### src/rtl/cpu_pkg.sv
// Shared CPU definitions: ALU opcodes, ALU sequencer states and BCD constants.
// ALU_DECIMAL_MODE_EN adds the ADJ state used by the decimal-correction cycle.
package cpu_pkg;

  localparam int unsigned ALU_WIDTH     = 8;
  localparam int unsigned BCD_DIGIT_MAX = 9;

  typedef enum logic [3:0] {
    ALU_ADD  = 4'd0,
    ALU_SUB  = 4'd1,
    ALU_AND  = 4'd2,
    ALU_OR   = 4'd3,
    ALU_EOR  = 4'd4,
    ALU_ASL  = 4'd5,
    ALU_LSR  = 4'd6,
    ALU_ROL  = 4'd7,
    ALU_ROR  = 4'd8,
    ALU_PASS = 4'd9
  } aluOp_t;

  typedef enum logic [1:0] {
    ST_IDLE = 2'd0,
    ST_EXEC = 2'd1,
`ifdef ALU_DECIMAL_MODE_EN
    ST_DONE = 2'd2,
    ST_ADJ  = 2'd3
`else
    ST_DONE = 2'd2
`endif
  } aluState_t;

endpackage

### src/rtl/bcd_adjust.sv
// Combinational decimal correction of a binary ADD/SUB result.
// Only compiled into alu_unit when ALU_DECIMAL_MODE_EN is defined.
module bcd_adjust
  import cpu_pkg::*;
(
  input  logic [7:0] binResult,
  input  logic       halfCarry,
  input  logic       carry,
  input  logic       isSub,
  output logic [7:0] adjResult,
  output logic       adjCarry
);

  logic [8:0] addLow;
  logic       addHigh;
  logic [7:0] subLow;

  // Add path fixes the low digit first, then decides on the high digit from the fixed value.
  // Sub path uses half-carry/carry as inverted borrows; carry passes through unchanged.
  always_comb begin
    addLow    = {1'b0, binResult};
    addHigh   = 1'b0;
    subLow    = binResult;
    adjResult = binResult;
    adjCarry  = carry;
    if (!isSub) begin
      if ((binResult[3:0] > 4'(BCD_DIGIT_MAX)) || halfCarry) begin
        addLow = {1'b0, binResult} + 9'h006;
      end
      addHigh   = carry || addLow[8] || (addLow[7:4] > 4'(BCD_DIGIT_MAX));
      adjResult = addHigh ? (addLow[7:0] + 8'h60) : addLow[7:0];
      adjCarry  = addHigh;
    end else begin
      if (!halfCarry) begin
        subLow = binResult - 8'h06;
      end
      adjResult = carry ? subLow : (subLow - 8'h60);
      adjCarry  = carry;
    end
  end

endmodule

### src/rtl/alu_unit.sv
// Sequenced 8-bit ALU stage: latch on start, compute, optional BCD fix, publish with valid.
// Build option ALU_DECIMAL_MODE_EN enables the ADJ cycle and honours decimalEnable.
module alu_unit
  import cpu_pkg::*;
#(
  parameter int unsigned WIDTH = ALU_WIDTH
) (
  input  logic             clk,
  input  logic             nrst,
  input  logic [WIDTH-1:0] aIn,
  input  logic [WIDTH-1:0] bIn,
  input  logic             carryIn,
  input  logic [3:0]       op,
  input  logic             decimalEnable,
  input  logic             start,
  output logic             busy,
  output logic             valid,
  output logic [WIDTH-1:0] result,
  output logic             carryOut,
  output logic             overflowOut,
  output logic             negativeOut,
  output logic             zeroOut
);

  aluState_t state, stateNext;
  logic      latchEn, execEn, doneEn;

  logic [WIDTH-1:0] aReg, bReg;
  logic             cinReg;
  logic [3:0]       opReg;

  logic [WIDTH-1:0] tmpRes;
  logic             tmpC, tmpV;

  logic [WIDTH:0]   sum9, diff9;
  logic [WIDTH-1:0] binRes;
  logic             binC, binV;

`ifdef ALU_DECIMAL_MODE_EN
  logic             decReg;
  logic             adjEn;
  logic             tmpH;
  logic             binH;
  logic [4:0]       lowSum;
  logic [WIDTH-1:0] adjRes;
  logic             adjC;
`else
  logic             unusedDecimal;
  assign unusedDecimal = decimalEnable;
`endif

  // State register.
  always_ff @(posedge clk or negedge nrst) begin
    if (!nrst) state <= ST_IDLE;
    else       state <= stateNext;
  end

  // Next-state and per-state datapath strobes.
  always_comb begin
    stateNext = state;
    latchEn   = 1'b0;
    execEn    = 1'b0;
    doneEn    = 1'b0;
`ifdef ALU_DECIMAL_MODE_EN
    adjEn     = 1'b0;
`endif
    case (state)
      ST_IDLE: begin
        if (start) begin
          latchEn   = 1'b1;
          stateNext = ST_EXEC;
        end
      end
      ST_EXEC: begin
        execEn    = 1'b1;
        stateNext = ST_DONE;
`ifdef ALU_DECIMAL_MODE_EN
        if (decReg && ((opReg == ALU_ADD) || (opReg == ALU_SUB))) stateNext = ST_ADJ;
`endif
      end
`ifdef ALU_DECIMAL_MODE_EN
      ST_ADJ: begin
        adjEn     = 1'b1;
        stateNext = ST_DONE;
      end
`endif
      ST_DONE: begin
        doneEn    = 1'b1;
        stateNext = ST_IDLE;
      end
      default: stateNext = ST_IDLE;
    endcase
  end

  // Binary result and flags from the latched operands.
  always_comb begin
    sum9   = {1'b0, aReg} + {1'b0, bReg} + (WIDTH+1)'(cinReg);
    diff9  = {1'b0, aReg} + {1'b0, ~bReg} + (WIDTH+1)'(cinReg);
    binRes = aReg;
    binC   = cinReg;
    binV   = 1'b0;
    case (opReg)
      ALU_ADD: begin
        binRes = sum9[WIDTH-1:0];
        binC   = sum9[WIDTH];
        binV   = (aReg[WIDTH-1] == bReg[WIDTH-1]) && (sum9[WIDTH-1] != aReg[WIDTH-1]);
      end
      ALU_SUB: begin
        binRes = diff9[WIDTH-1:0];
        binC   = diff9[WIDTH];
        binV   = (aReg[WIDTH-1] != bReg[WIDTH-1]) && (diff9[WIDTH-1] != aReg[WIDTH-1]);
      end
      ALU_AND: binRes = aReg & bReg;
      ALU_OR:  binRes = aReg | bReg;
      ALU_EOR: binRes = aReg ^ bReg;
      ALU_ASL: begin
        binRes = {aReg[WIDTH-2:0], 1'b0};
        binC   = aReg[WIDTH-1];
      end
      ALU_LSR: begin
        binRes = {1'b0, aReg[WIDTH-1:1]};
        binC   = aReg[0];
      end
      ALU_ROL: begin
        binRes = {aReg[WIDTH-2:0], cinReg};
        binC   = aReg[WIDTH-1];
      end
      ALU_ROR: begin
        binRes = {cinReg, aReg[WIDTH-1:1]};
        binC   = aReg[0];
      end
      default: begin
        binRes = aReg;
        binC   = cinReg;
      end
    endcase
  end

`ifdef ALU_DECIMAL_MODE_EN
  // Carry out of bit 3; for SUB its inverse is the half-borrow.
  always_comb begin
    lowSum = {1'b0, aReg[3:0]} + {1'b0, ((opReg == ALU_SUB) ? ~bReg[3:0] : bReg[3:0])} + 5'(cinReg);
    binH   = lowSum[4];
  end

  bcd_adjust u_bcd_adjust (
    .binResult (tmpRes),
    .halfCarry (tmpH),
    .carry     (tmpC),
    .isSub     (opReg == ALU_SUB),
    .adjResult (adjRes),
    .adjCarry  (adjC)
  );
`endif

  // Operand latch, intermediate result and held outputs.
  always_ff @(posedge clk or negedge nrst) begin
    if (!nrst) begin
      aReg        <= '0;
      bReg        <= '0;
      cinReg      <= 1'b0;
      opReg       <= 4'd0;
      tmpRes      <= '0;
      tmpC        <= 1'b0;
      tmpV        <= 1'b0;
      busy        <= 1'b0;
      valid       <= 1'b0;
      result      <= '0;
      carryOut    <= 1'b0;
      overflowOut <= 1'b0;
      negativeOut <= 1'b0;
      zeroOut     <= 1'b0;
`ifdef ALU_DECIMAL_MODE_EN
      decReg      <= 1'b0;
      tmpH        <= 1'b0;
`endif
    end else begin
      if (latchEn) begin
        aReg   <= aIn;
        bReg   <= bIn;
        cinReg <= carryIn;
        opReg  <= op;
`ifdef ALU_DECIMAL_MODE_EN
        decReg <= decimalEnable;
`endif
      end
      if (execEn) begin
        tmpRes <= binRes;
        tmpC   <= binC;
        tmpV   <= binV;
`ifdef ALU_DECIMAL_MODE_EN
        tmpH   <= binH;
`endif
      end
`ifdef ALU_DECIMAL_MODE_EN
      if (adjEn) begin
        tmpRes <= adjRes;
        tmpC   <= adjC;
      end
      busy <= (stateNext == ST_EXEC) || (stateNext == ST_ADJ);
`else
      busy <= (stateNext == ST_EXEC);
`endif
      valid <= doneEn;
      if (doneEn) begin
        result      <= tmpRes;
        carryOut    <= tmpC;
        overflowOut <= tmpV;
        negativeOut <= tmpRes[WIDTH-1];
        zeroOut     <= (tmpRes == '0);
      end
    end
  end

endmodule

### config.mk
export PLATFORM = sky130hd
export DESIGN_NAME = alu_unit
export DESIGN_NICKNAME = d
export VERILOG_FILES = /design/src/rtl/cpu_pkg.sv /design/src/rtl/bcd_adjust.sv /design/src/rtl/alu_unit.sv
export SDC_FILE = /design/constraint.sdc
export NUM_CORES = 1
export LEC_CHECK = 0
export BUFFER_PORTS_ARGS = -buffer_cell sky130_fd_sc_hd__buf_2
export CAP_MARGIN = 20
export CORE_ASPECT_RATIO = 0.5
export CORE_MARGIN = 4
export CORE_UTILIZATION = 65
export CTS_BUF_LIST = sky130_fd_sc_hd__clkbuf_2 sky130_fd_sc_hd__clkbuf_4 sky130_fd_sc_hd__clkbuf_8
export CTS_CLUSTER_SIZE = 30
export DETAILED_ROUTE_END_ITERATION = 16
export GPL_TIMING_DRIVEN = 0
export HOLD_SLACK_MARGIN = 0.03
export PLACE_DENSITY = 0.88
export SLEW_MARGIN = 20
export SYNTH_ARGS = -nofsm -noshare
export SYNTH_HDL_FRONTEND = slang
export SYNTH_HIERARCHICAL = 1
export SYNTH_SLANG_ARGS = --single-unit
export TNS_END_PERCENT = 100
### constraint.sdc
create_clock -name clk -period 3.6 [get_ports clk]
set_clock_uncertainty 0.05 [all_clocks]
set_input_delay 0.54 -clock clk [delete_from_list [all_inputs] [get_ports clk]]
set_output_delay 0.54 -clock clk [all_outputs]
set_load 0.005 [all_outputs]
==> results of run 1 <==
-- how the worst max path moves through the flow --
stage,start,endpoint,slack [ns]
3_3_place_gp,aReg[0],tmpRes[4],0.85
6_report,aReg[0],tmpRes[4],0.62
4_1_cts,aReg[0],tmpRes[4],0.79
5_1_grt,aReg[0],tmpRes[4],0.57
3_5_place_dp,aReg[0],tmpRes[4],0.82
2_1_floorplan,aReg[0],tmpRes[4],1.31
-- kinds of logic after synthesis --
kind of cell	Yosys count	share of synthesized area
AND/OR/NAND/NOR	103	0.1500
buffers and inverters	56	0.07121
AO/OA/AOI/OAI	122	0.2460
flip-flops	46	0.3503
multiplexers	14	0.04684
XOR/XNOR	6	0.01599
adder cells (fa/ha/maj)	29	0.1196
-- power by group through the flow --
| stage | clock (mW) | sequential, mW | combinational [mW] |
|---|---|---|---|
| final | 0.406 | 0.837 | 1.39 |
| after global routing | 0.427 | 0.855 | 1.51 |
| after CTS | 0.402 | 0.829 | 1.34 |
| after detailed placement | 0 | 0.840 | 1.33 |
| after global placement | 0 | 0.825 | 1.28 |
| after floorplan | 0 | 0.797 | 0.948 |
-- cell usage after synthesis, types with 3 or more instances --
cell / count
a31oi_1: 3
o31a_1: 3
buf_1: 3
nor3_1: 4
mux2_2: 11
nor4_1: 3
xnor2_1: 5
a211oi_1: 7
fa_1: 4
nor2_1: 20
o31ai_1: 3
nand2b_1: 12
a221oi_1: 4
nand4_1: 3
a22oi_1: 3
o211ai_1: 5
o21ai_1: 4
nand2_1: 46
ha_1: 25
mux2i_1: 3
dfrtp_1: 46
nor2b_1: 3
buf_2: 7
nor3b_1: 3
o21ai_0: 38
a21oi_1: 19
o221ai_1: 3
a221o_1: 4
clkbuf_1: 11
o22ai_1: 6
inv_1: 32
-- metal layers --
metal	GRT usage	vias up
li1	-	1425
met1	0.4399	1474
met2	0.4618	248
met3	0.1224	38
met4	0.09532	0
met5	0	-
-- critical path, stage by stage, from the launching register on --
cell      delay, ns
dfrtp_1        0.49
inv_1          0.19
fa_1           0.48
inv_1          0.09
fa_1           0.22
nand2b_1       0.11
a21oi_1        0.17
nor2_1         0.08
a221o_1        0.36
a221oi_1       0.48
o21ai_1        0.13
-- area by class of cell --
type / instances / area, sq um / area share
buffer: 24 / 113.9 / 0.03098
clock buffer: 5 / 68.82 / 0.01873
clock inverter: 3 / 43.79 / 0.01192
inverter: 32 / 120.1 / 0.03269
multi-input combinational: 274 / 1907 / 0.5189
sequential: 46 / 1151 / 0.3132
tap: 66 / 82.58 / 0.02247
timing repair buffer: 37 / 187.7 / 0.05107
-- flip-flops by register name, indices dropped and copies added, names as in the netlist, 2 cells and up --
name and count:
tmpRes 8, opReg 4, result 8, bReg 8
state 2, aReg 8
==> impl_results.md, run 1 <==
* Drt pass-1 iters at 6
* Sw frac at 0.4530
* Total GRT Usage at 0.3174
* Initial antenna violation count at 0
* Top-area cell type share of the netlist area at 0.3503
* Final worst slack at 0.6250 ns
* Power share of the combinational group at 0.528
* Critical path type: reg -> reg
* Power share of the clock group at 0.154
* Starting Density at 0.7086
* Fmax at 0.3361 GHz
* Leak at 1.675 nW
* FP Rows at 17
* Largest net degree at the start of global routing at 47
* TritonCTS Sinks at 46
* Worst R2R Start: aReg[0]
* Fin nets at 474
* Sequential share of power at 0.318
* Antenna Cells at 0
* Non-Filler Instances at 487
* Number of global-route vias before repair at 3059
* Ratio of cells with drive above 1 in the final layout at 0.1686
* Synth cell types at 57
* Post-CTS Resized at 0
* IO Count at 39
* Worst r2r path cells at 10
* Place WS at 0.8166 ns
* Worst hold slack at ~0.16 ns
* Setup TNS at 0 ns
* Internal power at ~1.4 mW
* Chip height at just under 60 um
* Syn Inst Count at between 300 and 400
* Post-synthesis sequential area ratio at 0.3503
* Area growth syn-to-layout at 11.84%
* Drt via density at about 6.5
* CTS Root Buffer Type: clkbuf_8
* Reg2reg setup slack at about 0.62 ns
* Final Util at 0.7925
* Max clock buf depth at 2
* HP Class: in -> async
* First-pass GRT wire length at roughly 15 mm
* Post-synth EDFFs at 0
* Final instance area at between 3000 and 4000 sq um
* #FFs+latches synth at between 40 and 50
* Status: completed
* Syn. warnings at 6
* Worst-Skew Late Latency at 0.33 ns
* Routed Antenna Nets at 0
* Highest layer used for signal routing: met4
* Post-Syn Area at between 3000 and 4000 sq um
* TritonCTS clock tree: done
* WL met2 at about 3.8 mm
* Final setup vio count at 0
* DIE AREA at 6325 sq um
* Grt ovf at 0
* Min Clock Period, post-route at around 3 ns
* Wire per inst at around 19 um
* Crit path max fanout at 6
* Tcrit/Tclk final at 0.8264
* P_sw at between 1 and 1.5 mW
* CTS clk-pin slew, worst paths at approximately 0.1 ns
* I/O Buffers at 37
* H-tree depth at 2
* GPL Wtd Cong at 1.075
* Mean Syn Cell Area at a little under 9 sq um
* Die Wd at ~110 um
* Synthesized Nets at 430
* Maximum VDD drop at ~0.00038 V
* # Post-CTS Setup Buffers at 0
* Startpoint Class: register
* Critical Path AT at roughly 3.1 ns
* # fillers at approximately 330
* Max Cap Viol at 0
* PwrDens at 716.6 nW/um^2
* Vias at roughly 3200
* Main area contributors after synthesis: dfrtp_1 35%, ha_1 9.5%, o21ai_0 5.8%, nand2_1 5.3%, mux2_2 3.8%
* Max Slew Vio Count at 0
* Cts bufs inserted at 5
* Critical R2R Capture: tmpRes[4]
* Commonest non-fill, non-tap cells in the layout: 46 x nand2_1, 46 x dfrtp_1, 43 x buf_2, 38 x o21ai_0, 32 x inv_1
* Endpoint class of the critical path: register
* Area after DPL at approximately 3600 sq um
* Met1 wire length at around 3.8 mm
* Met3 wire len at around 1.5 mm
* Total Wirelength at about 9.4 mm
* CTS Hold Buffers Added at 0
* Core Region at between 4000 and 5000 sq um
* Main flop type after synthesis: dfrtp_1
* Post-detail-place hpwl at 6.951 mm
* Unrepaired setup endpoints after global routing: false
* Drt initial violations at around 410
* Actual slew at the worst max-slew pin at 0.8823 ns
* Dominant cell type by area after synthesis: dfrtp_1
* Drt drc at 0
* Power Total at 2.633 mW
* Ys async rst share at 1.000
* Final Hold Viols at 0
* Placed cells at roughly 480
* Slew headroom at 0.4069
* Worst EP required at about 3.7 ns
No activity file was read; power rests on OpenSTA's default activity.
==> run 2: changes to the inputs <==
--- a/config.mk
+++ b/config.mk
@@ -9,13 +9,13 @@
 export CAP_MARGIN = 20
 export CORE_ASPECT_RATIO = 0.5
 export CORE_MARGIN = 4
-export CORE_UTILIZATION = 65
+export CORE_UTILIZATION = 61
 export CTS_BUF_LIST = sky130_fd_sc_hd__clkbuf_2 sky130_fd_sc_hd__clkbuf_4 sky130_fd_sc_hd__clkbuf_8
 export CTS_CLUSTER_SIZE = 30
 export DETAILED_ROUTE_END_ITERATION = 16
 export GPL_TIMING_DRIVEN = 0
 export HOLD_SLACK_MARGIN = 0.03
-export PLACE_DENSITY = 0.88
+export PLACE_DENSITY = 0.83
 export SLEW_MARGIN = 20
 export SYNTH_ARGS = -nofsm -noshare
 export SYNTH_HDL_FRONTEND = slang
==> constraint.sdc (replaced) <==
create_clock -name clk -period 3 [get_ports clk]
set_clock_uncertainty 0.05 [all_clocks]
set_input_delay 0.45 -clock clk [delete_from_list [all_inputs] [get_ports clk]]
set_output_delay 0.45 -clock clk [all_outputs]
set_load 0.005 [all_outputs]
==> impl_results.md, run 2 (synthesized netlist as in run 1, its figures left out) <==
* Max clock buf depth at 2 (unchanged)
* I/O Buffers at 37 (unchanged)
* # Post-CTS Setup Buffers at 0 (unchanged)
* Total GRT Usage at 0.3065 (was 0.3174)
* Met3 wire len at 1.364 mm (was 1.492 mm)
* Maximum VDD drop at 0.0004166 V (was 0.0003826 V)
* H-tree depth at 2 (unchanged)
* TritonCTS Sinks at 46 (unchanged)
* CTS Root Buffer Type: clkbuf_8 (unchanged)
* Leak at 1.673 nW (was 1.675 nW)
* Number of global-route vias before repair at 2979 (was 3059)
* Post-detail-place hpwl at 7.298 mm (was 6.951 mm)
* DIE AREA at 6696 sq um (was 6325 sq um)
* TritonCTS clock tree: done (unchanged)
* Worst-Skew Late Latency at 0.32 ns (was 0.33 ns)
* Drt via density at 6.318 (was 6.540)
* Initial antenna violation count at 0 (unchanged)
* Startpoint Class: register (unchanged)
* Worst r2r path cells at 9 (was 10)
* Largest net degree at the start of global routing at 47 (unchanged)
* Actual slew at the worst max-slew pin at 0.8598 ns (was 0.8823 ns)
* Worst R2R Start: aReg[0] (unchanged)
* Wire per inst at 19.71 um (was 19.20 um)
* Power Total at 3.172 mW (was 2.633 mW)
* Highest layer used for signal routing: met4 (unchanged)
* Placed cells at 483 (was 479)
* Worst EP required at 3.14 ns (was 3.74 ns)
* Met1 wire length at 4.162 mm (was 3.805 mm)
* Tcrit/Tclk final at 0.9615 (was 0.8264)
* Fin nets at 474 (unchanged)
* Commonest non-fill, non-tap cells in the layout: 46 x nand2_1, 46 x dfrtp_1, 43 x buf_2, 38 x o21ai_0, 32 x inv_1 (unchanged)
* Area after DPL at 3565 sq um (was 3560 sq um)
* Ratio of cells with drive above 1 in the final layout at 0.1710 (was 0.1686)
* Setup crit start: aReg[0] (unchanged)
* Critical R2R Capture: tmpRes[6] (was tmpRes[4])
* Fmax at 0.3467 GHz (was 0.3361 GHz)
* Unrepaired setup endpoints after global routing: false (unchanged)
* Area growth syn-to-layout at 12.22% (was 11.84%)
* Antenna Cells at 0 (unchanged)
* Power share of the combinational group at 0.528 (about the same)
* Internal power at 1.738 mW (was 1.440 mW)
* Vias at 3102 (was 3185)
* First-pass GRT wire length at 15.66 mm (was 15.19 mm)
* Starting Density at 0.6484 (was 0.7086)
* Drt initial violations at 341 (was 407)
* Endpoint class of the critical path: register (unchanged)
* Min Clock Period, post-route at 2.884 ns (was 2.975 ns)
* CTS clk-pin slew, worst paths at 0.10 ns (about the same)
* Final setup vio count at 0 (unchanged)
* GPL Wtd Cong at 0.9648 (was 1.075)
* Critical path type: reg -> reg (unchanged)
* Final Hold Viols at 0 (unchanged)
* Max Slew Vio Count at 0 (unchanged)
* FP Rows at 18 (was 17)
* Reg2reg setup slack at 0.12 ns (was 0.62 ns)
* Max Cap Viol at 0 (unchanged)
* Critical Path AT at 3.02 ns (was 3.12 ns)
* Grt ovf at 0 (unchanged)
* PwrDens at 860.3 nW/um^2 (was 716.6 nW/um^2)
* HP Class: in -> async (unchanged)
* Drt pass-1 iters at 5 (was 6)
* WL met2 at 3.970 mm (was 3.816 mm)
* Cts bufs inserted at 5 (unchanged)
* Sw frac at 0.4521 (was 0.4530)
* P_sw at 1.434 mW (was 1.193 mW)
* Power share of the clock group at 0.155 (was 0.154)
* Non-Filler Instances at 491 (was 487)
* Routed Antenna Nets at 0 (unchanged)
* Slew headroom at 0.4220 (was 0.4069)
* Setup TNS at 0 ns (unchanged)
* Crit path max fanout at 6 (unchanged)
* Core Region at 5067 sq um (was 4637 sq um)
* Total Wirelength at 9.678 mm (was 9.352 mm)
* Status: completed (unchanged)
* Chip height at 59.90 um (was 58.28 um)
* Final instance area at 3687 sq um (was 3675 sq um)
* Drt drc at 0 (unchanged)
* Die Wd at 111.8 um (was 108.5 um)
* Sequential share of power at 0.316 (was 0.318)
* IO Count at 39 (unchanged)
## run 2: stage by stage
step                      worst slack [ns]  hold slack (ns)    util
after detailed placement            0.1869           0.4326  0.7035
after global placement              0.1904           0.4072  0.7022
after global routing              0.005612           0.1322  0.7277
after CTS                           0.1697           0.2819  0.7259
final                               0.1156          0.06866  0.7277
after floorplan                     0.7122           0.1044       -
## run 2: layer usage
| layer | vias to the layer above | GRT usage |
|---|---|---|
| li1 | 1423 | - |
| met1 | 1451 | 0.4216 |
| met2 | 204 | 0.4685 |
| met3 | 24 | 0.1132 |
| met4 | 0 | 0.06759 |
| met5 | - | 0 |
## run 2: power groups by stage
stage	combinational [mW]	clock (mW)	sequential (mW)
detailed placement	1.61	0	1.01
finish	1.68	0.492	1.00
floorplan	1.14	0	0.956
global route	1.83	0.525	1.03
global placement	1.56	0	0.991
CTS	1.62	0.496	0.997
## run 2: worst max path at each step
stage / to / slack (ns) / cells past startpoint
2_1_floorplan: tmpRes[4] / 0.71 / 10
3_3_place_gp: tmpRes[4] / 0.19 / 9
3_5_place_dp: tmpRes[4] / 0.19 / 9
4_1_cts: tmpRes[4] / 0.17 / 9
5_1_grt: tmpRes[4] / 0.006 / 9
6_report: tmpRes[6] / 0.12 / 9
## run 2: critical path, cell delays in order (launching register included)
cell and delay (ns):
dfrtp_1 0.49, inv_1 0.19, fa_1 0.50, fa_1 0.43, nor2b_1 0.17, o31a_1 0.21, mux2i_1 0.29, nand4_1 0.17
o211ai_1 0.15, o211ai_2 0.11
## run 2: what timing repair did
item,CTS,global route
gates resized for setup,0,1
hold buffers,0,0
endpoints found under the setup margin,0,1
## run 2: layout make-up
cell class,instances,area (sq um)
multi-input combinational,274,1913
fill,381,1380
sequential,46,1151
timing repair buffer,37,187.7
inverter,32,120.1
buffer,24,113.9
tap,70,87.58
clock buffer,6,76.32
clock inverter,2,37.54
